**src/rtl/serial_mirror_fifo.sv**
```systemverilog
// Buffered UART echo engine: transforms received bytes into a FIFO and drains
// it through the UART transmit handshake, with optional CR -> CR LF expansion.
module serial_mirror_fifo #(
    parameter int ADDR_W     = 4,
    parameter int DROP_CNT_W = 8
) (
    input  logic                  clki,
    input  logic                  rst,
    input  logic                  received,
    input  logic [7:0]            rx_byte,
    input  logic                  is_transmitting,
    input  logic [1:0]            mode,
    input  logic                  crlf_en,
    input  logic                  clear_status,
    output logic                  transmit,
    output logic [7:0]            tx_byte,
    output logic [ADDR_W:0]       level,
    output logic                  overflow,
    output logic [DROP_CNT_W-1:0] drop_count
);

    localparam int                    DEPTH   = 1 << ADDR_W;
    localparam logic [ADDR_W:0]       DEPTH_L = (ADDR_W+1)'(DEPTH);
    localparam logic [ADDR_W:0]       LVL_ONE = (ADDR_W+1)'(1);
    localparam logic [ADDR_W-1:0]     PTR_ONE = ADDR_W'(1);
    localparam logic [DROP_CNT_W-1:0] CNT_ONE = DROP_CNT_W'(1);

    typedef enum logic [1:0] {S_IDLE, S_REQ, S_BUSY} state_t;

    logic [7:0]            mem_q [DEPTH];
    logic [ADDR_W-1:0]     wr_ptr_q, rd_ptr_q;
    logic [ADDR_W:0]       level_q, level_d;
    logic                  overflow_q, overflow_d;
    logic [DROP_CNT_W-1:0] drop_cnt_q, drop_cnt_d;
    state_t                state_q;
    logic                  transmit_q, pending_lf_q;
    logic [7:0]            tx_byte_q;

    logic       accept, full, wr_en, drop, pop;
    logic [7:0] head, wdata;

    function automatic logic [7:0] xform(input logic [1:0] m, input logic [7:0] b);
        xform = b;
        if (m == 2'b01 && b >= 8'h61 && b <= 8'h7A)
            xform = b - 8'h20;
        else if (m == 2'b10 && b >= 8'h41 && b <= 8'h5A)
            xform = b + 8'h20;
    endfunction

    // A full FIFO drops the byte even if the FSM pops in the same cycle.
    always_comb begin
        accept = received && (mode != 2'b11);
        full   = (level_q == DEPTH_L);
        wr_en  = accept && !full;
        drop   = accept && full;
        pop    = (state_q == S_IDLE) && (level_q != '0);
        head   = mem_q[rd_ptr_q];
        wdata  = xform(mode, rx_byte);

        level_d = level_q;
        if (wr_en && !pop)
            level_d = level_q + LVL_ONE;
        else if (!wr_en && pop)
            level_d = level_q - LVL_ONE;

        overflow_d = overflow_q;
        drop_cnt_d = drop_cnt_q;
        if (drop) begin
            overflow_d = 1'b1;
            if (clear_status)
                drop_cnt_d = CNT_ONE;
            else if (drop_cnt_q != '1)
                drop_cnt_d = drop_cnt_q + CNT_ONE;
        end else if (clear_status) begin
            overflow_d = 1'b0;
            drop_cnt_d = '0;
        end
    end

    always_ff @(posedge clki) begin
        if (wr_en)
            mem_q[wr_ptr_q] <= wdata;
    end

    always_ff @(posedge clki or posedge rst) begin
        if (rst) begin
            wr_ptr_q   <= '0;
            rd_ptr_q   <= '0;
            level_q    <= '0;
            overflow_q <= 1'b0;
            drop_cnt_q <= '0;
        end else begin
            if (wr_en)
                wr_ptr_q <= wr_ptr_q + PTR_ONE;
            if (pop)
                rd_ptr_q <= rd_ptr_q + PTR_ONE;
            level_q    <= level_d;
            overflow_q <= overflow_d;
            drop_cnt_q <= drop_cnt_d;
        end
    end

    // The inserted LF never touches the FIFO; it is replayed from BUSY.
    always_ff @(posedge clki or posedge rst) begin
        if (rst) begin
            state_q      <= S_IDLE;
            transmit_q   <= 1'b0;
            tx_byte_q    <= '0;
            pending_lf_q <= 1'b0;
        end else begin
            case (state_q)
                S_IDLE: begin
                    if (pop) begin
                        tx_byte_q    <= head;
                        transmit_q   <= 1'b1;
                        pending_lf_q <= crlf_en && (head == 8'h0D);
                        state_q      <= S_REQ;
                    end
                end
                S_REQ: begin
                    if (is_transmitting) begin
                        transmit_q <= 1'b0;
                        state_q    <= S_BUSY;
                    end
                end
                S_BUSY: begin
                    if (!is_transmitting) begin
                        if (pending_lf_q) begin
                            tx_byte_q    <= 8'h0A;
                            transmit_q   <= 1'b1;
                            pending_lf_q <= 1'b0;
                            state_q      <= S_REQ;
                        end else begin
                            state_q <= S_IDLE;
                        end
                    end
                end
                default: state_q <= S_IDLE;
            endcase
        end
    end

    assign transmit   = transmit_q;
    assign tx_byte    = tx_byte_q;
    assign level      = level_q;
    assign overflow   = overflow_q;
    assign drop_count = drop_cnt_q;

endmodule

```
**config.mk**
```make
export PLATFORM = sky130hd
export DESIGN_NAME = serial_mirror_fifo
export DESIGN_NICKNAME = d
export VERILOG_FILES = /design/src/rtl/serial_mirror_fifo.sv
export SDC_FILE = /design/constraint.sdc
export NUM_CORES = 1
export LEC_CHECK = 0
export BUFFER_PORTS_ARGS = -buffer_cell sky130_fd_sc_hd__clkbuf_2
export CAP_MARGIN = 40
export CORE_MARGIN = 4
export CORE_UTILIZATION = 30
export DETAILED_ROUTE_END_ITERATION = 16
export HOLD_SLACK_MARGIN = 0.15
export PLACE_DENSITY = 0.41
export SLEW_MARGIN = 20
export SYNTH_ARGS = -nofsm -noshare
export SYNTH_HDL_FRONTEND = slang
export SYNTH_SLANG_ARGS = --single-unit
```
**constraint.sdc**
```tcl
create_clock -name clki -period 3.69 [get_ports clki]
set_input_delay 0.369 -clock clki [delete_from_list [all_inputs] [get_ports clki]]
set_output_delay 0.369 -clock clki [all_outputs]
set_load 0.01 [all_outputs]
```
==> results of run 1 <==
[area by class of cell]
cell class	count	area (sq um)	area share, %
flip-flops and latches	162	4697	56.97
multi-input cells	226	2141	25.96
clock buffers	19	432.9	5.250
well taps	313	391.6	4.750
repair buffers	58	382.9	4.643
clock inverters	13	132.6	1.608
inverters	18	67.56	0.8194
[through the flow]
step | area (sq um) | cells | util, % | hold WS, ns | setup WS, ns
after floorplan | 7019 | 424 | - | 0.4679 | 0.8881
after global placement | 7615 | 774 | 33.33 | 0.4670 | 0.6985
after detailed placement | 7670 | 776 | 33.57 | 0.3982 | 0.6759
after CTS | 8245 | 809 | 36.09 | 0.1588 | 0.6736
after global routing | 8245 | 809 | 36.09 | 0.1797 | 0.4468
final | 8245 | 809 | 36.09 | 0.1858 | 0.6848
[worst max-delay path, stage by stage, from the launching register on]
cell,delay (ns)
dfrtp_1,0.45
nor4_1,0.61
a211oi_1,0.16
buf_4,0.21
inv_1,0.09
ha_1,0.18
inv_1,0.11
fa_1,0.42
a21o_1,0.18
a21oi_1,0.16
xnor2_1,0.13
nor2_1,0.06
xnor2_1,0.13
[registers in the layout (all words and copies together) (netlist names)]
signal and cells:
mem_q 128, tx_byte 8, pending_lf_q 1, drop_count 8, transmit 1, wr_ptr_q 4
overflow 1, level 5, state_q 2, rd_ptr_q 4
[report_power, final]
group	switching (W)	internal [W]
combinational	0.000978	0.000887
clock	0.000714	0.000995
sequential	0.000317	0.00223
total	0.00201	0.00411
[logic make-up after synthesis]
group	Yosys count
and+or+nand+nor	85
xor gates and xnor gates	14
AOI/OAI and AO/OA	59
buffers and inverters	36
muxes	54
adders and majority gates	14
DFF	162
[cells in the mapped netlist (all sizes together), types with 2 or more instances]
master,n
xor2,5
nand3,7
a211oi,7
nor2,15
a221oi,4
clkbuf,8
a221o,2
nor3,7
inv,18
a21oi,15
a21o,3
o41ai,3
nor2b,7
nor4,2
mux2i,24
and2,12
nor3b,2
mux4,27
dfrtp,34
a22o,7
and3,4
nand4,5
mux2,3
o21ai,8
xnor2,9
nand2,10
ha,13
buf,10
edfxtp,128
o21a,3
nor4b,4
nand3b,2
a21boi,2
nand2b,4
[metal layers]
layer	wire length [um]	part of all wire [%]
met5	0	0
met4	131	0.80
met3	535	3.3
met2	7744	47
met1	7906	48
[worst paths after layout]
kind	from	end	slack (ns)	cells past startpoint
min in group asynchronous	rst	tx_byte[3]	0.50	3
min	is_transmitting	state_q[0]	0.19	2
min reg2reg	overflow	overflow	0.49	1
max	level[0]	level[4]	0.68	12
max in group asynchronous	rst	rd_ptr_q[0]	2.47	5
max reg2reg	level[0]	level[4]	0.68	12
==> impl_metrics.env, run 1 <==
export IMPL_cts_buffer_depth=2
export IMPL_synthXorXnorAreaFrac_pct=1.747
export IMPL_yosysSeqAreaShare_pct=66.88
export IMPL_clk_latency_ns=0.42
export IMPL_nets=513
export IMPL_antenna_found_initial=0
export IMPL_fmax_mhz=332.8
export IMPL_layout_common_cells="edfxtp_1 (128), clkbuf_2 (38), dfrtp_1 (32)"
export IMPL_yosysTopAreaCell="edfxtp_1"
export IMPL_synth_edf_count=128
export IMPL_use_met1_pct=17.91
export IMPL_synth_area_sq_mm=0.007019
export IMPL_rsz0062_at_grt="no"
export IMPL_gr_total_overflow=0
export IMPL_cellLeakagePower_nw=3.017
export IMPL_layout_drive_gt1_share_pct=21.77
export IMPL_cts_buffers=17
export IMPL_start_util_pct=30.72
export IMPL_synth_ff_latch_count=162
export IMPL_min_path_type="in -> reg"
export IMPL_dp_hpwl_mm=11.27
export IMPL_final_common_cell="edfxtp_1"
export IMPL_synth_top_family_by_area="multiplexers"
export IMPL_setup_tns_ns=0
export IMPL_numPortBuffers=38
export IMPL_area_delta_synth_final_pct=17.47
export IMPL_die_x_um=161.0
export IMPL_clock_sinks=162
export IMPL_cts_tree="done"
export IMPL_drt_pass1_iterations=4
export IMPL_cp_end_kind="register"
export IMPL_clock_skew_ns=0.009398
export IMPL_avgSynthCellArea_sq_um=16.55
export IMPL_async_flop_share_pct=20.99
export IMPL_setup_viol=0
export IMPL_syn_nets=454
export IMPL_yosysUniqueCellTypes=52
export IMPL_fillCellCount=2184
export IMPL_synth_warnings=0
export IMPL_final_max_slew_viol_count=0
export IMPL_cp_data_required_time_ns=4.00
export IMPL_synth_ff_type="edfxtp_1"
export IMPL_grt_max_degree=20
export IMPL_status="finished clean"
export IMPL_avgRoutedWirePerCell_um=20.17
export IMPL_yosys_area_share_simple_pct=6.916
export IMPL_route_detailed_drc=0
export IMPL_start_kind="register"
export IMPL_first_iter_violations=189
export IMPL_synth_mux_area_share_pct=13.26
export IMPL_synth_compound_area_share_pct=5.971
export IMPL_busiest_layer="met2"
export IMPL_drv_cap=0
export IMPL_synth_cells=424
export IMPL_post_cts_setup_buffers=0
export IMPL_finalWeightedCongestion=0.7974
export IMPL_vias=3812
export IMPL_synthTopCellsByArea="edfxtp_1 (55%), dfrtp_1 (12%), mux4_1 (4.9%)"
export IMPL_viasPerCell=4.712
export IMPL_n_antenna_cell=0
export IMPL_synthAdderAreaFrac_pct=2.602
export IMPL_synth_top_area_share_pct=54.76
export IMPL_grt_util_met3_pct=3.336
export IMPL_tightest_slew_ns=0.6886
export IMPL_drtAntennaViolNets=0
export IMPL_dieArea_sq_mm=0.02591
export IMPL_hold_viol_final=0
export IMPL_fin_crit_sh_pct=81.44
export IMPL_hold_buffers=1
export IMPL_drt_total_wl_mm=16.32
export IMPL_coreArea_sq_mm=0.02285
export IMPL_htreeDepth=4
export IMPL_grt_usage_pct=13.19
export IMPL_power_density_mw_per_mm2=741.9
export IMPL_cts_root_buf="clkbuf_16"
export IMPL_die_h_um=161.0
export IMPL_clk_pin_slew_ns=0.07
export IMPL_grt_pass1_vias=4038
export IMPL_max_slew_margin_rel_pct=54.09
export IMPL_ir_worst_vdd_mv=0.2961
export IMPL_grt_pass1_wl_mm=24.96
export IMPL_worstPathArrival_ns=3.32
export IMPL_min_period_ns=3.005
export IMPL_num_rows=55
export IMPL_crit_type="reg -> reg"
export IMPL_critPathMaxFanout=12
export IMPL_io_pins=39
export IMPL_cts_repair_resized=0
export IMPL_total_power_w=0.006118
export IMPL_grtUsageMet2_pct=21.34
(Power assumes the default switching activity.)
==> run 2: changes to the inputs <==
--- a/config.mk
+++ b/config.mk
@@ -5,6 +5,7 @@
 export SDC_FILE = /design/constraint.sdc
 export NUM_CORES = 1
 export LEC_CHECK = 0
+export ABC_AREA = 1
 export BUFFER_PORTS_ARGS = -buffer_cell sky130_fd_sc_hd__clkbuf_2
 export CAP_MARGIN = 40
 export CORE_MARGIN = 4
==> constraint.sdc (replaced) <==
create_clock -name clki -period 3.06 [get_ports clki]
set_input_delay 0.306 -clock clki [delete_from_list [all_inputs] [get_ports clki]]
set_output_delay 0.306 -clock clki [all_outputs]
set_load 0.01 [all_outputs]
==> impl_metrics.env, run 2 <==
export IMPL_min_path_type="in -> reg"
export IMPL_synth_ff_latch_count=162
export IMPL_grt_pass1_wl_mm=29.26
export IMPL_synth_ff_type="edfxtp_1"
export IMPL_layout_common_cells="nand2_1 (144), edfxtp_1 (128), nor2_1 (103)"
export IMPL_clock_sinks=162
export IMPL_setup_tns_ns=0
export IMPL_grt_max_degree=77
export IMPL_avgSynthCellArea_sq_um=10.35
export IMPL_largest_reg_flops=128
export IMPL_cts_buffers=17
export IMPL_synth_cells=694
export IMPL_dp_slack_ns=0.3557
export IMPL_n_antenna_cell=0
export IMPL_yosysTopAreaCell="edfxtp_1"
export IMPL_num_rows=56
export IMPL_power_density_mw_per_mm2=914.2
export IMPL_gr_total_overflow=0
export IMPL_synth_area_sq_mm=0.007183
export IMPL_finalWeightedCongestion=0.7560
export IMPL_hold_viol_final=0
export IMPL_multi_input_area_sq_mm=0.002071
export IMPL_fillCellCount=2427
export IMPL_nets=792
export IMPL_post_cts_setup_buffers=0
export IMPL_top_register="mem_q"
export IMPL_grt_usage_pct=14.57
export IMPL_dp_hpwl_mm=12.55
export IMPL_route_detailed_drc=0
export IMPL_numPortBuffers=38
export IMPL_synth_warnings=0
export IMPL_total_power_w=0.007828
export IMPL_async_flop_share_pct=20.99
export IMPL_tightest_slew_ns=0.7591
export IMPL_io_pins=39
export IMPL_cellLeakagePower_nw=3.535
export IMPL_cts_tree="done"
export IMPL_min_period_ns=2.713
export IMPL_worstPathArrival_ns=3.01
export IMPL_ir_worst_vdd_mv=0.9124
export IMPL_grt_pass1_vias=5017
export IMPL_synthTopCellsByArea="edfxtp_1 (54%), dfrtp_1 (12%), nand2_1 (7.5%)"
export IMPL_drt_total_wl_mm=18.50
export IMPL_start_kind="register"
export IMPL_final_common_cell="nand2_1"
export IMPL_first_iter_violations=269
export IMPL_synth_edf_count=128
export IMPL_area_delta_synth_final_pct=19.21
export IMPL_ff_latch_area_sq_mm=0.004696
export IMPL_layout_setup_ws_ns=0.3471
export IMPL_yosysMostFrequentCell="nand2_1"
export IMPL_clock_skew_ns=0.009812
export IMPL_cp_data_required_time_ns=3.36
export IMPL_synthTopCellsByCount="nand2_1 (144), edfxtp_1 (128), nor2_1 (103), inv_1 (71), nand3_1 (66)"
export IMPL_coreArea_sq_mm=0.02354
export IMPL_cp_end_kind="register"
export IMPL_fmax_mhz=368.6
export IMPL_max_slew_margin_rel_pct=49.21
export IMPL_layout_drive_gt1_share_pct=14.06
export IMPL_yosysSeqAreaShare_pct=65.35
export IMPL_yosysUniqueCellTypes=32
export IMPL_avgRoutedWirePerCell_um=16.91
export IMPL_dieArea_sq_mm=0.02648
export IMPL_fin_crit_sh_pct=88.66
export IMPL_antenna_found_initial=0
export IMPL_rsz0062_at_grt="no"
export IMPL_cts_root_buf="clkbuf_16"
export IMPL_crit_type="reg -> reg"
export IMPL_drt_pass1_iterations=5
export IMPL_synth_top_area_share_pct=53.51
export IMPL_final_max_slew_viol_count=0
export IMPL_clk_latency_ns=0.42
export IMPL_htreeDepth=4
export IMPL_setup_viol=0
export IMPL_die_h_um=162.7
export IMPL_vias=5006
export IMPL_die_x_um=162.7
export IMPL_viasPerCell=4.576
export IMPL_syn_nets=724
export IMPL_cts_buffer_depth=2
export IMPL_critPathMaxFanout=8
export IMPL_drtAntennaViolNets=0
export IMPL_status="finished clean"
export IMPL_clk_pin_slew_ns=0.06
export IMPL_drv_cap=0
export IMPL_start_util_pct=30.51
## run 2: cell count changes after synthesis, moves of 12 or more
cell and delta:
nor2_1 +88, inv_1 +53, o21ai_0 +27, and2_1 -12, nand2_1 +134, mux2i_1 -24
mux4_2 -14, nand3_1 +59, mux4_1 -13
## run 2: timing repair
action	in CTS	in global routing
gates resized for setup	0	0
hold buffers	2	0
hold endpoints to repair	36	0
## run 2: per-stage QoR
stage	instance area (sq um)	instances	utilization, %	hold slack, ns
after detailed placement	7921	1058	33.65	0.2090
after floorplan	7183	694	-	0.4049
after global routing	8563	1094	36.37	0.1987
after global placement	7899	1056	33.55	0.4668
after CTS	8536	1092	36.26	0.1784
final	8563	1094	36.37	0.1972
## run 2: layout make-up
type                    count  share of cell area [%]
repair buffers             74                   5.961
multi-input cells         429                   24.18
well taps                 319                   4.661
flip-flops and latches    162                   54.84
inverters                  78                   3.419
clock inverters             7                  0.7744
clock buffers              25                   6.166
## run 2: metal layers
layer  global-route usage, %  up-vias  routed length (um)  share of wire [%]
li1                        -     2466                   -                  -
met1                   20.46     2445                9010                 49
met2                   23.53       83                8803                 48
met3                   2.733       12                 520                2.8
met4                   3.469        0                 167               0.90
met5                       0        -                   0                  0
## run 2: worst max-delay path, stage by stage (launching register included)
cell and delay, ns:
dfrtp_1 0.45, nor2_1 0.13, nand3_1 0.12, nor2_1 0.17, inv_1 0.06, nand2_1 0.09
clkinv_1 0.18, ha_1 0.29, inv_1 0.15, ha_1 0.29, a21o_1 0.18, a31oi_1 0.19
nand2_1 0.07, nand2_1 0.06, nor2_1 0.04, xor2_1 0.13
## run 2: worst paths after layout
| check | startpoint | slack, ns | end | cells past startpoint |
|---|---|---|---|---|
| hold / removal | rx_byte[3] | 0.20 | mem_q[10][3] | 1 |
| setup reg to reg | level[0] | 0.35 | level[4] | 15 |
| hold reg to reg | transmit | 0.48 | transmit | 1 |
| setup / recovery | level[0] | 0.35 | level[4] | 15 |
| max in group asynchronous | rst | 2.28 | wr_ptr_q[3] | 4 |
| min in group asynchronous | rst | 0.33 | level[2] | 3 |
## run 2: where the power goes
group | switching (W) | total [W] | leakage [nW] | internal, W
Combinational | 0.00189 | 0.00285 | 1.66 | 0.000954
Sequential | 0.000176 | 0.00287 | 1.58 | 0.00269
Clock | 0.000834 | 0.00212 | 0.295 | 0.00128
Total | 0.00290 | 0.00783 | 3.54 | 0.00493
## run 2: logic make-up (layout without fill, tap and decap cells)
family | after synthesis | after routing | share of synthesized area (%)
xor gates and xnor gates | 9 | 9 | 1.097
AOI/OAI and AO/OA | 83 | 83 | 6.741
adders and majority gates | 14 | 14 | 2.543
DFF | 162 | 162 | 65.35
buffers and inverters | 103 | 184 | 5.818
and+or+nand+nor | 323 | 323 | 18.45
==> run 3: changes to the inputs <==
--- a/config.mk
+++ b/config.mk
@@ -9,10 +9,10 @@
 export BUFFER_PORTS_ARGS = -buffer_cell sky130_fd_sc_hd__clkbuf_2
 export CAP_MARGIN = 40
 export CORE_MARGIN = 4
-export CORE_UTILIZATION = 30
+export CORE_UTILIZATION = 55
 export DETAILED_ROUTE_END_ITERATION = 16
 export HOLD_SLACK_MARGIN = 0.15
-export PLACE_DENSITY = 0.41
+export PLACE_DENSITY = 0.69
 export SLEW_MARGIN = 20
 export SYNTH_ARGS = -nofsm -noshare
 export SYNTH_HDL_FRONTEND = slang
==> impl_metrics.env, run 3 (synthesized netlist as in run 2, its figures left out) <==
export IMPL_status="finished clean"
export IMPL_hold_viol_final=0
export IMPL_layout_drive_gt1_share_pct=12.94
export IMPL_top_register="mem_q"
export IMPL_internal_power_w=0.004963
export IMPL_clock_skew_ns=0.006777
export IMPL_critPathMaxFanout=8
export IMPL_tightest_slew_ns=0.7835
export IMPL_start_util_pct=56.46
export IMPL_num_rows=41
export IMPL_worstPathArrival_ns=3.01
export IMPL_dieArea_sq_mm=0.01495
export IMPL_grt_pass1_wl_mm=25.31
export IMPL_multi_input_area_sq_mm=0.002071
export IMPL_min_period_ns=2.703
export IMPL_pwr_share_clk_pct=28.5
export IMPL_setup_tns_ns=0
export IMPL_ff_latch_area_sq_mm=0.004696
export IMPL_fillCellCount=1011
export IMPL_avgRoutedWirePerCell_um=16.86
export IMPL_grt_max_degree=77
export IMPL_power_density_mw_per_mm2=928.4
export IMPL_drv_cap=0
export IMPL_clk_latency_ns=0.42
export IMPL_drt_pass1_iterations=5
export IMPL_cts_root_buf="clkbuf_16"
export IMPL_final_common_cell="nand2_1"
export IMPL_layout_setup_ws_ns=0.3568
export IMPL_viasPerCell=5.345
export IMPL_grt_usage_pct=22.71
export IMPL_die_h_um=122.3
export IMPL_start_kind="register"
export IMPL_ir_worst_vdd_mv=0.6977
export IMPL_cts_buffer_depth=2
export IMPL_combPwrFrac_pct=34.4
export IMPL_gr_total_overflow=0
export IMPL_vias=5008
export IMPL_n_antenna_cell=0
export IMPL_clock_sinks=162
export IMPL_drt_total_wl_mm=15.80
export IMPL_first_iter_violations=500
export IMPL_io_pins=39
export IMPL_cts_buffers=17
export IMPL_p_switching_w=0.002739
export IMPL_coreArea_sq_mm=0.01272
export IMPL_die_x_um=122.3
export IMPL_area_delta_synth_final_pct=15.49
export IMPL_dp_slack_ns=0.3996
export IMPL_nets=782
export IMPL_fmax_mhz=369.9
export IMPL_seqPwrFrac_pct=37.2
export IMPL_cellLeakagePower_nw=3.486
export IMPL_final_max_slew_viol_count=0
export IMPL_drtAntennaViolNets=0
export IMPL_finalWeightedCongestion=0.8245
export IMPL_fin_crit_sh_pct=88.34
export IMPL_min_path_type="in -> reg"
export IMPL_dp_hpwl_mm=10.39
export IMPL_crit_type="reg -> reg"
export IMPL_grt_pass1_vias=4924
export IMPL_largest_reg_flops=128
export IMPL_numPortBuffers=38
export IMPL_layout_common_cells="nand2_1 (144), edfxtp_1 (128), nor2_1 (103)"
export IMPL_power_share_switching_pct=35.56
export IMPL_cp_end_kind="register"
export IMPL_cp_data_required_time_ns=3.36
export IMPL_setup_viol=0
export IMPL_cts_tree="done"
export IMPL_clk_pin_slew_ns=0.06
export IMPL_antenna_found_initial=0
export IMPL_htreeDepth=4
export IMPL_rsz0062_at_grt="no"
export IMPL_max_slew_margin_rel_pct=47.57
export IMPL_route_detailed_drc=0
==> run 3: changes by cell type in the layout (fill, tap and decap cells not counted), sizes merged <==
cell / before / now
buf: 34 / 24
bufinv: 1 / 4
clkbuf: 63 / 58
clkinv: 5 / 11
clkinvlp: 1 / 0
inv: 78 / 75
==> run 3: path summary, 6_finish.rpt <==
path	start	end	slack, ns	cells past startpoint
setup / recovery	level[0]	level[4]	0.36	15
hold reg to reg	overflow	overflow	0.48	2
setup reg to reg	level[0]	level[4]	0.36	15
max in group asynchronous	rst	rd_ptr_q[0]	2.20	4
hold / removal	clear_status	drop_count[6]	0.18	2
min in group asynchronous	rst	transmit	0.53	4
==> run 3: power by group through the flow <==
stage / clock [W] / sequential [W] / combinational [W]
after floorplan: 0 / 0.00291 / 0.00183
after global placement: 0 / 0.00289 / 0.00256
after detailed placement: 0 / 0.00291 / 0.00263
after CTS: 0.00222 / 0.00286 / 0.00265
after global routing: 0.00232 / 0.00289 / 0.00298
final: 0.00219 / 0.00286 / 0.00265
==> run 3: critical path, cell delays in order, from the launching register on <==
cell and delay, ns:
dfrtp_1 0.44, nor2_1 0.13, nand3_1 0.10, nor2_1 0.15
inv_1 0.05, nand2_1 0.09, clkinv_1 0.20, ha_1 0.30
inv_1 0.15, ha_1 0.29, a21o_1 0.18, a31oi_1 0.20
nand2_1 0.08, nand2_1 0.06, nor2_1 0.04, xor2_1 0.13
==> run 3: area by class of cell <==
| cell class | count | area share [%] |
|---|---|---|
| clock inverter | 12 | 1.946 |
| sequential | 162 | 56.61 |
| inverter | 78 | 3.529 |
| tap | 172 | 2.594 |
| multi-input combinational | 429 | 24.96 |
| clock buffer | 20 | 5.505 |
| timing repair buffer | 64 | 4.857 |
==> run 3: per-stage QoR <==
stage,instance area (sq um),power [W],cells,util [%],hold slack (ns)
after floorplan,7183,0.004733,694,-,0.4049
after global placement,7605,0.005444,896,59.78,0.4000
after detailed placement,7612,0.005535,897,59.83,0.4272
after CTS,8250,0.007731,931,64.85,0.1726
after global routing,8295,0.008196,937,65.20,0.1932
final,8295,0.007701,937,65.20,0.1845
==> run 3: per-layer routing <==
| layer | vias up | routed length [um] | track usage [%] |
|---|---|---|---|
| met3 | 21 | 726 | 4.194 |
| met5 | - | 0 | 0 |
| li1 | 2441 | - | - |
| met2 | 129 | 8108 | 38.89 |
| met1 | 2417 | 6721 | 29.27 |
| met4 | 0 | 242 | 7.908 |
==> run 3: timing repair <==
action	CTS	global route
hold buffers	2	0
endpoints found under the hold margin	35	0
gates resized for setup	0	0
setup buffers	0	0
